<file path="config.mk">
export PLATFORM = sky130hd
export DESIGN_NAME = tick_scheduler_flat
export DESIGN_NICKNAME = d
export VERILOG_FILES = /design/src/rtl/tick_scheduler_pkg.sv /design/src/rtl/tick_scheduler_if.sv /design/src/rtl/tick_scheduler_channel.sv /design/src/rtl/tick_scheduler.sv /design/src/flat_wrapper.sv
export SDC_FILE = /design/constraint.sdc
export NUM_CORES = 1
export LEC_CHECK = 0
export CORE_ASPECT_RATIO = 1.4
export CORE_MARGIN = 3
export CORE_UTILIZATION = 60
export CTS_CLUSTER_DIAMETER = 80
export DETAILED_ROUTE_END_ITERATION = 8
export PLACE_DENSITY_LB_ADDON = 0.3
export REMOVE_ABC_BUFFERS = 1
export SLEW_MARGIN = 10
export SYNTH_ARGS = -nofsm -noshare
export SYNTH_HDL_FRONTEND = slang
export SYNTH_SLANG_ARGS = --single-unit
</file>
<file path="constraint.sdc">
create_clock -name i_clk -period 4.8 [get_ports i_clk]
set_clock_uncertainty 0.2 [all_clocks]
set_input_delay 1.2 -clock i_clk [delete_from_list [all_inputs] [get_ports i_clk]]
set_output_delay 1.2 -clock i_clk [all_outputs]
set_load 0.005 [all_outputs]
</file>
<file path="src/rtl/tick_scheduler_pkg.sv">
// Shared constants and helpers for the tick scheduler: period limits, default
// widths and the config-period clamp used when a request is captured.
package tick_pkg;

    localparam int MIN_PERIOD     = 2;
    localparam int DEFAULT_PERIOD = 2;
    localparam int CNT_W          = 32;
    localparam int MAX_CNT_W      = 64;

    typedef logic [MAX_CNT_W-1:0] wide_period_t;

    // Periods of 0 and 1 cannot produce a distinct tick, so they run as MIN_PERIOD
    function automatic wide_period_t clamp_period(input wide_period_t period);
        return (period < wide_period_t'(MIN_PERIOD)) ? wide_period_t'(MIN_PERIOD) : period;
    endfunction

    function automatic int chan_width(input int channels);
        return (channels > 1) ? $clog2(channels) : 1;
    endfunction

endpackage

</file>
<file path="src/rtl/tick_scheduler_if.sv">
// Configuration request channel of the tick scheduler: valid/ready handshake
// carrying the target channel, new period and run/stop flag.
interface tick_scheduler_if
    import tick_pkg::*;
#(
    parameter int CHANNELS = 4,
    parameter int CNT_W    = tick_pkg::CNT_W
) ();

    localparam int CH_W = chan_width(CHANNELS);

    logic             cfg_valid;
    logic             cfg_ready;
    logic [CH_W-1:0]  cfg_chan;
    logic [CNT_W-1:0] cfg_period;
    logic             cfg_enable;

    modport master (
        output cfg_valid,
        output cfg_chan,
        output cfg_period,
        output cfg_enable,
        input  cfg_ready
    );

    modport slave (
        input  cfg_valid,
        input  cfg_chan,
        input  cfg_period,
        input  cfg_enable,
        output cfg_ready
    );

endinterface

</file>
<file path="src/rtl/tick_scheduler_channel.sv">
// One tick channel: a 0..period-1 counter with its period/enable registers and
// register-only decode of the tick enable and the debug phase square wave.
module tick_channel #(
    parameter int CNT_W          = tick_pkg::CNT_W,
    parameter int DEFAULT_PERIOD = tick_pkg::DEFAULT_PERIOD
) (
    input  logic             i_clk,
    input  logic             rst,
    input  logic             i_load,
    input  logic [CNT_W-1:0] i_loadPeriod,
    input  logic             i_loadEn,
    input  logic             i_sync,
    output logic             o_tick,
    output logic             o_phase,
    output logic             o_wrap
);

    logic [CNT_W-1:0] r_count;
    logic [CNT_W-1:0] r_period;
    logic             r_en;
    logic             w_last;

    assign w_last = (r_count == (r_period - CNT_W'(1)));

    assign o_tick  = r_en & w_last;
    assign o_phase = r_en & (r_count >= (r_period >> 1));
    // o_wrap marks an edge where a new period can be loaded without cutting one short
    assign o_wrap  = w_last | ~r_en;

    // A load has priority over sync and wrap so the new period starts cleanly at zero
    always_ff @(posedge i_clk) begin
        if (rst) begin
            r_count  <= '0;
            r_period <= CNT_W'(DEFAULT_PERIOD);
            r_en     <= 1'b1;
        end else if (i_load) begin
            r_count  <= '0;
            r_period <= i_loadPeriod;
            r_en     <= i_loadEn;
        end else if (i_sync || !r_en || w_last) begin
            r_count  <= '0;
        end else begin
            r_count  <= r_count + CNT_W'(1);
        end
    end

endmodule

</file>
<file path="src/rtl/tick_scheduler.sv">
// Multi-channel clock-enable scheduler: CHANNELS programmable tick channels with a
// single-slot shadow register that retunes one channel at its next period boundary.
module tick_scheduler
    import tick_pkg::*;
#(
    parameter int CHANNELS       = 4,
    parameter int CNT_W          = tick_pkg::CNT_W,
    parameter int DEFAULT_PERIOD = tick_pkg::DEFAULT_PERIOD
) (
    input  logic                i_clk,
    input  logic                rst,
    tick_scheduler_if.slave     cfg,
    input  logic                i_sync,
    output logic [CHANNELS-1:0] o_tick,
    output logic [CHANNELS-1:0] o_phase
);

    localparam int CH_W = chan_width(CHANNELS);

    localparam logic [0:0] ST_IDLE    = 1'b0;
    localparam logic [0:0] ST_PENDING = 1'b1;

    logic [0:0]          r_state;
    logic [CH_W-1:0]     r_pendChan;
    logic [CNT_W-1:0]    r_pendPeriod;
    logic                r_pendEn;

    logic                w_accept;
    logic                w_targetWrap;
    logic                w_apply;
    logic [CHANNELS-1:0] w_wrap;
    logic [CHANNELS-1:0] w_load;

    assign cfg.cfg_ready = ~rst & (r_state == ST_IDLE);
    assign w_accept      = cfg.cfg_valid & cfg.cfg_ready;

    // A channel index beyond CHANNELS matches nothing and simply drains the slot
    always_comb begin
        w_targetWrap = 1'b1;
        for (int c = 0; c < CHANNELS; c++) begin
            if (r_pendChan == CH_W'(c)) begin
                w_targetWrap = w_wrap[c];
            end
        end
    end

    assign w_apply = (r_state == ST_PENDING) & (i_sync | w_targetWrap);

    always_ff @(posedge i_clk) begin
        if (rst) begin
            r_state <= ST_IDLE;
        end else begin
            case (r_state)
                ST_IDLE:    if (w_accept) r_state <= ST_PENDING;
                ST_PENDING: if (w_apply)  r_state <= ST_IDLE;
                default:                  r_state <= ST_IDLE;
            endcase
        end
    end

    // The shadow slot only changes on an accepted request, so it is stable while pending
    always_ff @(posedge i_clk) begin
        if (rst) begin
            r_pendChan   <= '0;
            r_pendPeriod <= CNT_W'(DEFAULT_PERIOD);
            r_pendEn     <= 1'b1;
        end else if (w_accept) begin
            r_pendChan   <= cfg.cfg_chan;
            r_pendPeriod <= CNT_W'(clamp_period(wide_period_t'(cfg.cfg_period)));
            r_pendEn     <= cfg.cfg_enable;
        end
    end

    for (genvar g = 0; g < CHANNELS; g++) begin : g_chan
        assign w_load[g] = w_apply & (r_pendChan == CH_W'(g));

        tick_channel #(
            .CNT_W          (CNT_W),
            .DEFAULT_PERIOD (DEFAULT_PERIOD)
        ) u_channel (
            .i_clk        (i_clk),
            .rst          (rst),
            .i_load       (w_load[g]),
            .i_loadPeriod (r_pendPeriod),
            .i_loadEn     (r_pendEn),
            .i_sync       (i_sync),
            .o_tick       (o_tick[g]),
            .o_phase      (o_phase[g]),
            .o_wrap       (w_wrap[g])
        );
    end

endmodule

</file>
<file path="src/flat_wrapper.sv">
// flat-port wrapper written by rule: the top's interface ports become plain ports
module tick_scheduler_flat import tick_pkg::*;
#(
    parameter int CHANNELS       = 4,
    parameter int CNT_W          = tick_pkg::CNT_W,
    parameter int DEFAULT_PERIOD = tick_pkg::DEFAULT_PERIOD
)
  (i_clk, rst, i_sync, o_tick, o_phase, cfg_cfg_valid, cfg_cfg_chan, cfg_cfg_period, cfg_cfg_enable, cfg_cfg_ready);
  tick_scheduler_if #(.CHANNELS(CHANNELS), .CNT_W(CNT_W)) cfg_i ();
  input  logic i_clk;
  input  logic rst;
  input  logic i_sync;
  output logic [CHANNELS-1:0] o_tick;
  output logic [CHANNELS-1:0] o_phase;
  input wire logic [$bits(cfg_i.cfg_valid)-1:0] cfg_cfg_valid;
  input wire logic [$bits(cfg_i.cfg_chan)-1:0] cfg_cfg_chan;
  input wire logic [$bits(cfg_i.cfg_period)-1:0] cfg_cfg_period;
  input wire logic [$bits(cfg_i.cfg_enable)-1:0] cfg_cfg_enable;
  output wire logic [$bits(cfg_i.cfg_ready)-1:0] cfg_cfg_ready;
  assign cfg_i.cfg_valid = cfg_cfg_valid;
  assign cfg_i.cfg_chan = cfg_cfg_chan;
  assign cfg_i.cfg_period = cfg_cfg_period;
  assign cfg_i.cfg_enable = cfg_cfg_enable;
  assign cfg_cfg_ready = cfg_i.cfg_ready;
  tick_scheduler #(.CHANNELS(CHANNELS), .CNT_W(CNT_W), .DEFAULT_PERIOD(DEFAULT_PERIOD)) u_core (.i_clk(i_clk), .rst(rst), .cfg(cfg_i), .i_sync(i_sync), .o_tick(o_tick), .o_phase(o_phase));
endmodule
</file>
# Yosys cells after proc, flatten, opt, wreduce, memory -nomap -nowiden
# Index checks and enable logic that the tools add are counted.
totals:
  regBits: 296
  inputBits: 39
  out_inout_bits: 9
  wordCells: 87
classes:
  add_sub_neg: 8
  magnitude_cmp: 5
  n_eq_ne: 7
  n_mux: 8
  bitwise: 26
  n_reduce_logical: 17
ops:
  columns: ["operator", "count"]
  rows:
  - ["32-bit by 1-bit adder with 32-bit output (second input constant)", 4]
  - ["32-bit equality test", 4]
  - ["32-bit by 31-bit >= comparator with 1-bit output", 4]
  - ["32-bit by 1-bit subtractor with 32-bit output (second input constant)", 4]
  - ["32-bit by 2-bit less-than comparator with 1-bit output (second input constant)", 1]
  - ["32-bit 2-to-1 mux", 1]
  - ["1-bit AND", 15]
  - ["3-bit OR reduction", 4]
  - ["1-bit logical OR", 8]
  - ["1-bit 2-to-1 mux", 6]
  - ["1-bit inverter", 6]
  - ["1-bit bitwise OR", 5]
  - ["2-bit equality test (second input constant)", 2]
  - ["1-bit logical NOT", 4]
  - ["2-bit by 1-bit equality test with 1-bit output (second input constant)", 1]
  - ["2-bit logical NOT", 1]
  - ["1-bit case mux with 2 select lines", 1]

# Logic depth before layout (Yosys ltp)
depth:
  ltp_word: 11
  mapped_depth: 15
  mapped_depth_nobuf: 11

# By module
# A second synthesis with hierarchy kept.
hier_totals:
  cells_unflattened: 2352
  hier_area_um2: 19401.1
modules_own_cells:
  columns: ["mod", "n_inst", "cells_each", "area_each_um2", "seq_area_each_um2"]
  rows:
  - ["tick_channel", 4, 544, 4476.8, 1301.2]
  - ["tick_scheduler", 1, 176, 1493.9, 720.7]

# Worst setup path before layout
# No wires, ideal clock.
synth_path:
  path_type: "flip-flop to output port"
  start: "register u_core.g_chan[0].u_channel.r_period[0]"
  end: "output port o_tick[0]"
  arrival_ns: 2.843
  t_required_ns: 3.400
  setup_slack_ns: 0.557
  stages_incl_launch_ff: 12
  path_buffers: 1
  path_cell_list: "dfxtp_1 > inv_1 > ha_1 > nor3b_1 > nand4_1 > or4_1 > a21oi_1 > o22ai_1 > nand4bb_1 > nor4_1 > and2_1 > buf_4"
synth_between:
  elab_chain_cells: 3
synth_rtl:
  columns: ["element", "line_no", "rtl"]
  rows:
  - ["start, declared", "tick_scheduler_channel.sv:19", "logic [CNT_W-1:0] r_period;"]
  - ["start signal, assigned", "tick_scheduler_channel.sv:34", "r_period <= CNT_W'(DEFAULT_PERIOD);"]
  - ["start signal, assigned", "tick_scheduler_channel.sv:38", "r_period <= i_loadPeriod;"]
  - ["32-bit by 1-bit subtractor with 32-bit output", "tick_scheduler_channel.sv:23", "assign w_last = (r_count == (r_period - CNT_W'(1)));"]
  - ["32-bit equality test", "tick_scheduler_channel.sv:23", null]
  - ["1-bit AND", "tick_scheduler_channel.sv:25", "assign o_tick = r_en & w_last;"]
  - ["end, declared", "flat_wrapper.sv:13", "output logic [CHANNELS-1:0] o_tick;"]
# No other way between the ends.

# Worst setup path after layout
layout_path:
  start: "register u_core.g_chan[3].u_channel.r_period[18]"
  end: "output port o_tick[3]"
layout_between:
  elab_chain_cells: 3
layout_rtl:
  columns: ["element", "line_no"]
  rows:
  - ["start, declared", "tick_scheduler_channel.sv:19"]
  - ["start signal, assigned", "tick_scheduler_channel.sv:34"]
  - ["start signal, assigned", "tick_scheduler_channel.sv:38"]
  - ["32-bit by 1-bit subtractor with 32-bit output", "tick_scheduler_channel.sv:23"]
  - ["32-bit equality test", "tick_scheduler_channel.sv:23"]
  - ["1-bit AND", "tick_scheduler_channel.sv:25"]
# No other way between the ends.

==> results.md <==
- Outcome: completed
- FILL cells: between 2000 and 3000
- Area delta synth->final: 13.91%
- Number of buffers created by CTS: 28
- Core area: 31890 µm²
- Initial core utilization: between 60 and 70%
- Post-route DRC: 0
- Syn_area_per_cell: 8.248 µm²
- Congestion Overflow GR: 0
- CP max stage delay: between 0.5 and 0.6 ns
- Port Buf Inserts: 47
- Post-synth EDFFs: 0
- Layout cells sized above 1: 10.74%
- Worst EP required: ~3.4 ns
- Register-to-register setup slack: about 0.12 ns
- Critical path capture point type: output port
- Post-synth ARST share: 0%
- Root buf cell: clkbuf_16
- Element type at the critical path start: register
- Storage element area: between 5000 and 6000 µm²
- CTS tree: built
- Hold endpoint: u_core.r_pendPeriod[0]
- Mean routed wirelength per cell: 18.17 µm
- Post-DP HPWL: between 30000 and 40000 µm
- Gpl congestion: around 0.92
- Max-slew violations: 0
- Worst Path Arrival: 3.35 ns
- Vias in the first global route: ~16000
- Largest net degree at the start of global routing: 93
- Period utilisation layout: a little over nine tenths
- RR Endpoint: u_core.g_chan[1].u_channel.r_count[0]
- Delay-heaviest family, CP: simple AND/OR/NAND/NOR gates
- CTS sink cnt: 296
- Slew headroom: a little over two fifths
- Setup slack after layout: roughly 0.051 ns
- First-pass GRT wire length: about 84000 µm
- DIE AREA: approximately 35000 µm²
- Final WL: between 50000 and 60000 µm
- CP Class: register to output port
- Leak: around 9 nW
- Netlist cell types: 84
- Final ANT Viol Nets: 0
- RR Startpoint: u_core.g_chan[1].u_channel.r_period[0]
- Worst-margin pin slew: around 0.85 ns
- Clk slew on worst S/H paths: ~0.060 ns
- ANT cells: 0
- Final non-filler cell total: ~2900
- Final Hold Fails: 0
- Initial drt markers: between 1000 and 1500
- Setup violations, final: 0
- NumNets Final: between 2000 and 3000
- Worst slack, placed: 0.08061 ns
- CP bufs+invs: 2
- Gate Count Post-Synth: approximately 2400
- Die height: 219.8 µm
- Ports: 48
- Flop and latch count out of synthesis: between 200 and 300
- HP Class: register to register
- Maximum fanout along the worst path: 5
- Later-pin clock latency in the skew report: between 0.5 and 0.6 ns
- Sequential element share of the synthesized area: a little under a third
- CP cell instances: buf_6 -> or4_4 -> or4_4 -> or3_4 -> o41ai_4 -> nand4_1 -> nor3_2 -> buf_2
- Via count: approximately 17000
- Fmax: 210.6 MHz
- Hold-fix buffers, CTS: 0
- Drt first pass iters: 7
- Reg2Reg Depth: 25
- Footprint of the multi-input gates: roughly 13000 µm²
- DR vias/cell: between 5 and 6
- Most used cell along the critical path: or4_4
- Peak VDD IR: ~0.28 mV
- Tot GR Track Use: between 20 and 30%
- Syn. warnings: 0
- Initial antenna violation count: 0
- Placed insts: between 2000 and 3000
- Hold Path Cell Cnt: 2
- HP Start: u_core.r_pendPeriod[0]
- Min cycle time layout: 4.749 ns
- Row cnt: 77
- Maxcap violations: 0
- RSZ-0062 raised after global routing: true
- Total chip power: between 5 and 6 mW
- Syn Std Cell Area: around 20000 µm²
- Slowest cell on crit path: or4_4
- # H-tree levels: 1
- CTS max path bufs: 3
- Die Width: 158.7 µm
- Power Dens Cells: between 200 and 250 nW/µm²
- Most used DFF post-synth: dfxtp_1
-- worst min-delay path: stages (launching register included) --
cell and delay, ns:
dfxtp_1 0.33, nand2_1 0.04, o21ai_0 0.05
-- layout by cell type (no fill, tap or decap), types with 13 or more instances in the layout --
master             n
a211oi_1          17
a21o_1            49
a21oi_1           54
a31oi_1           18
and2_1            13
and3_1            32
and4_1            17
buf_4             99
clkbuf_16         31
clkdlybuf4s50_1   42
dfxtp_1          285
ha_1             129
inv_1            152
mux2i_1          108
nand2_1          133
nand2b_1         143
nand3_1           70
nand3b_1          32
nand4_1           77
nor2_1           235
nor2b_1           19
nor3_1            44
nor4_1            37
o21ai_0           89
or3_1             18
xnor2_1          152
xor2_1           124
-- synth_stat cells (all sizes together) (7+ instances only) --
cell type  number  area share (%)
a211oi         20            0.77
a21o           49             1.9
a21oi          58             1.5
a31oi          18            0.57
and2           14            0.45
and3           34             1.1
and4           19            0.85
buf            41             1.3
clkbuf         73             1.4
dfxtp         296              30
ha            132             8.4
inv           154             2.9
mux2i         108             5.5
nand2         133             2.5
nand2b        143             4.6
nand3          73             1.9
nand3b         32             1.2
nand4          77             2.5
nand4b          9            0.40
nor2          238             4.6
nor2b          19            0.61
nor3           51             1.3
nor3b           8            0.33
nor4           54             1.9
o2111ai         9            0.43
o211ai         11            0.49
o21ai          99             2.5
o31ai           7            0.27
or2             9            0.29
or3            22            0.73
or4            14            0.54
xnor2         154             6.9
xor2          124             5.5
-- cell families after synthesis --
group                    share of synthesized area, %
flip-flops                                      30.24
adder cells (fa/ha/maj)                         8.428
AO/OA/AOI/OAI                                   11.22
multiplexers                                    5.574
AND/OR/NAND/NOR                                 26.42
buffers and inverters                           5.689
XOR/XNOR                                        12.42
-- state kept, by name, summed over array words and instances, names as in the netlist --
signal	count
u_core.g_chan.u_channel.r_count	128
u_core.g_chan.u_channel.r_en	4
u_core.g_chan.u_channel.r_period	128
u_core.r_pendChan	2
u_core.r_pendEn	1
u_core.r_pendPeriod	32
u_core.r_state	1
-- worst max-delay path by stage --
| stage | endpoint | cells after the start | startpoint |
|---|---|---|---|
| 2_1_floorplan | u_core.g_chan[1].u_channel.r_period[10] | 10 | u_core.g_chan[1].u_channel.r_period[0] |
| 3_3_place_gp | o_tick[3] | 9 | u_core.g_chan[3].u_channel.r_period[14] |
| 3_5_place_dp | o_tick[3] | 9 | u_core.g_chan[3].u_channel.r_period[14] |
| 4_1_cts | o_tick[3] | 8 | u_core.g_chan[3].u_channel.r_period[17] |
| 5_1_grt | o_phase[1] | 13 | u_core.g_chan[1].u_channel.r_period[18] |
| 6_report | o_tick[3] | 8 | u_core.g_chan[3].u_channel.r_period[18] |
-- layout make-up --
type | instances | share of cell area (%)
clock buffers | 39 | 3.643
clock inverters | 11 | 0.2803
inverters | 154 | 2.590
multi-input cells | 1812 | 58.36
flip-flops and latches | 296 | 26.61
well taps | 434 | 2.433
repair buffers | 155 | 6.087
-- timing repair --
| action | CTS | global route |
|---|---|---|
| cloned | 0 | 3 |
| resized for setup | 46 | 69 |
| buffers inserted | 16 | 11 |
| endpoints found under the hold margin | 0 | 0 |
| setup endpoints to repair | 4 | 40 |
| pin swaps | 12 | 26 |
-- routing by layer --
metal	global-route usage [%]	routed length [µm]	up-vias
met5	0	0	-
met4	12.38	2408	0
met3	2.670	2243	123
met2	49.65	25090	434
met1	37.58	22970	8142
li1	-	-	8417
-- per-stage QoR --
| stage | util, % | area, µm² | setup TNS, ns | hold WS (ns) |
|---|---|---|---|---|
| after detailed placement | 64.98 | 20720 | 0 | 0.2459 |
| after CTS | 68.69 | 21900 | 0 | 0.2594 |
| after global routing | 70.00 | 22320 | -0.1337 | 0.2963 |
| after global placement | 64.98 | 20720 | 0 | 0.2395 |
| after floorplan | - | 19060 | -45.50 | 0.2257 |
| final | 70.00 | 22320 | 0 | 0.2559 |
-- report_power, final --
part | total, mW | internal (mW) | switching (mW) | leakage, nW
registers | 2.54 | 2.50 | 0.0397 | 2.40
logic | 0.590 | 0.270 | 0.320 | 6.20
clock network | 2.15 | 1.18 | 0.967 | 0.443
Note: power is estimated with default switching activity, not from simulation.
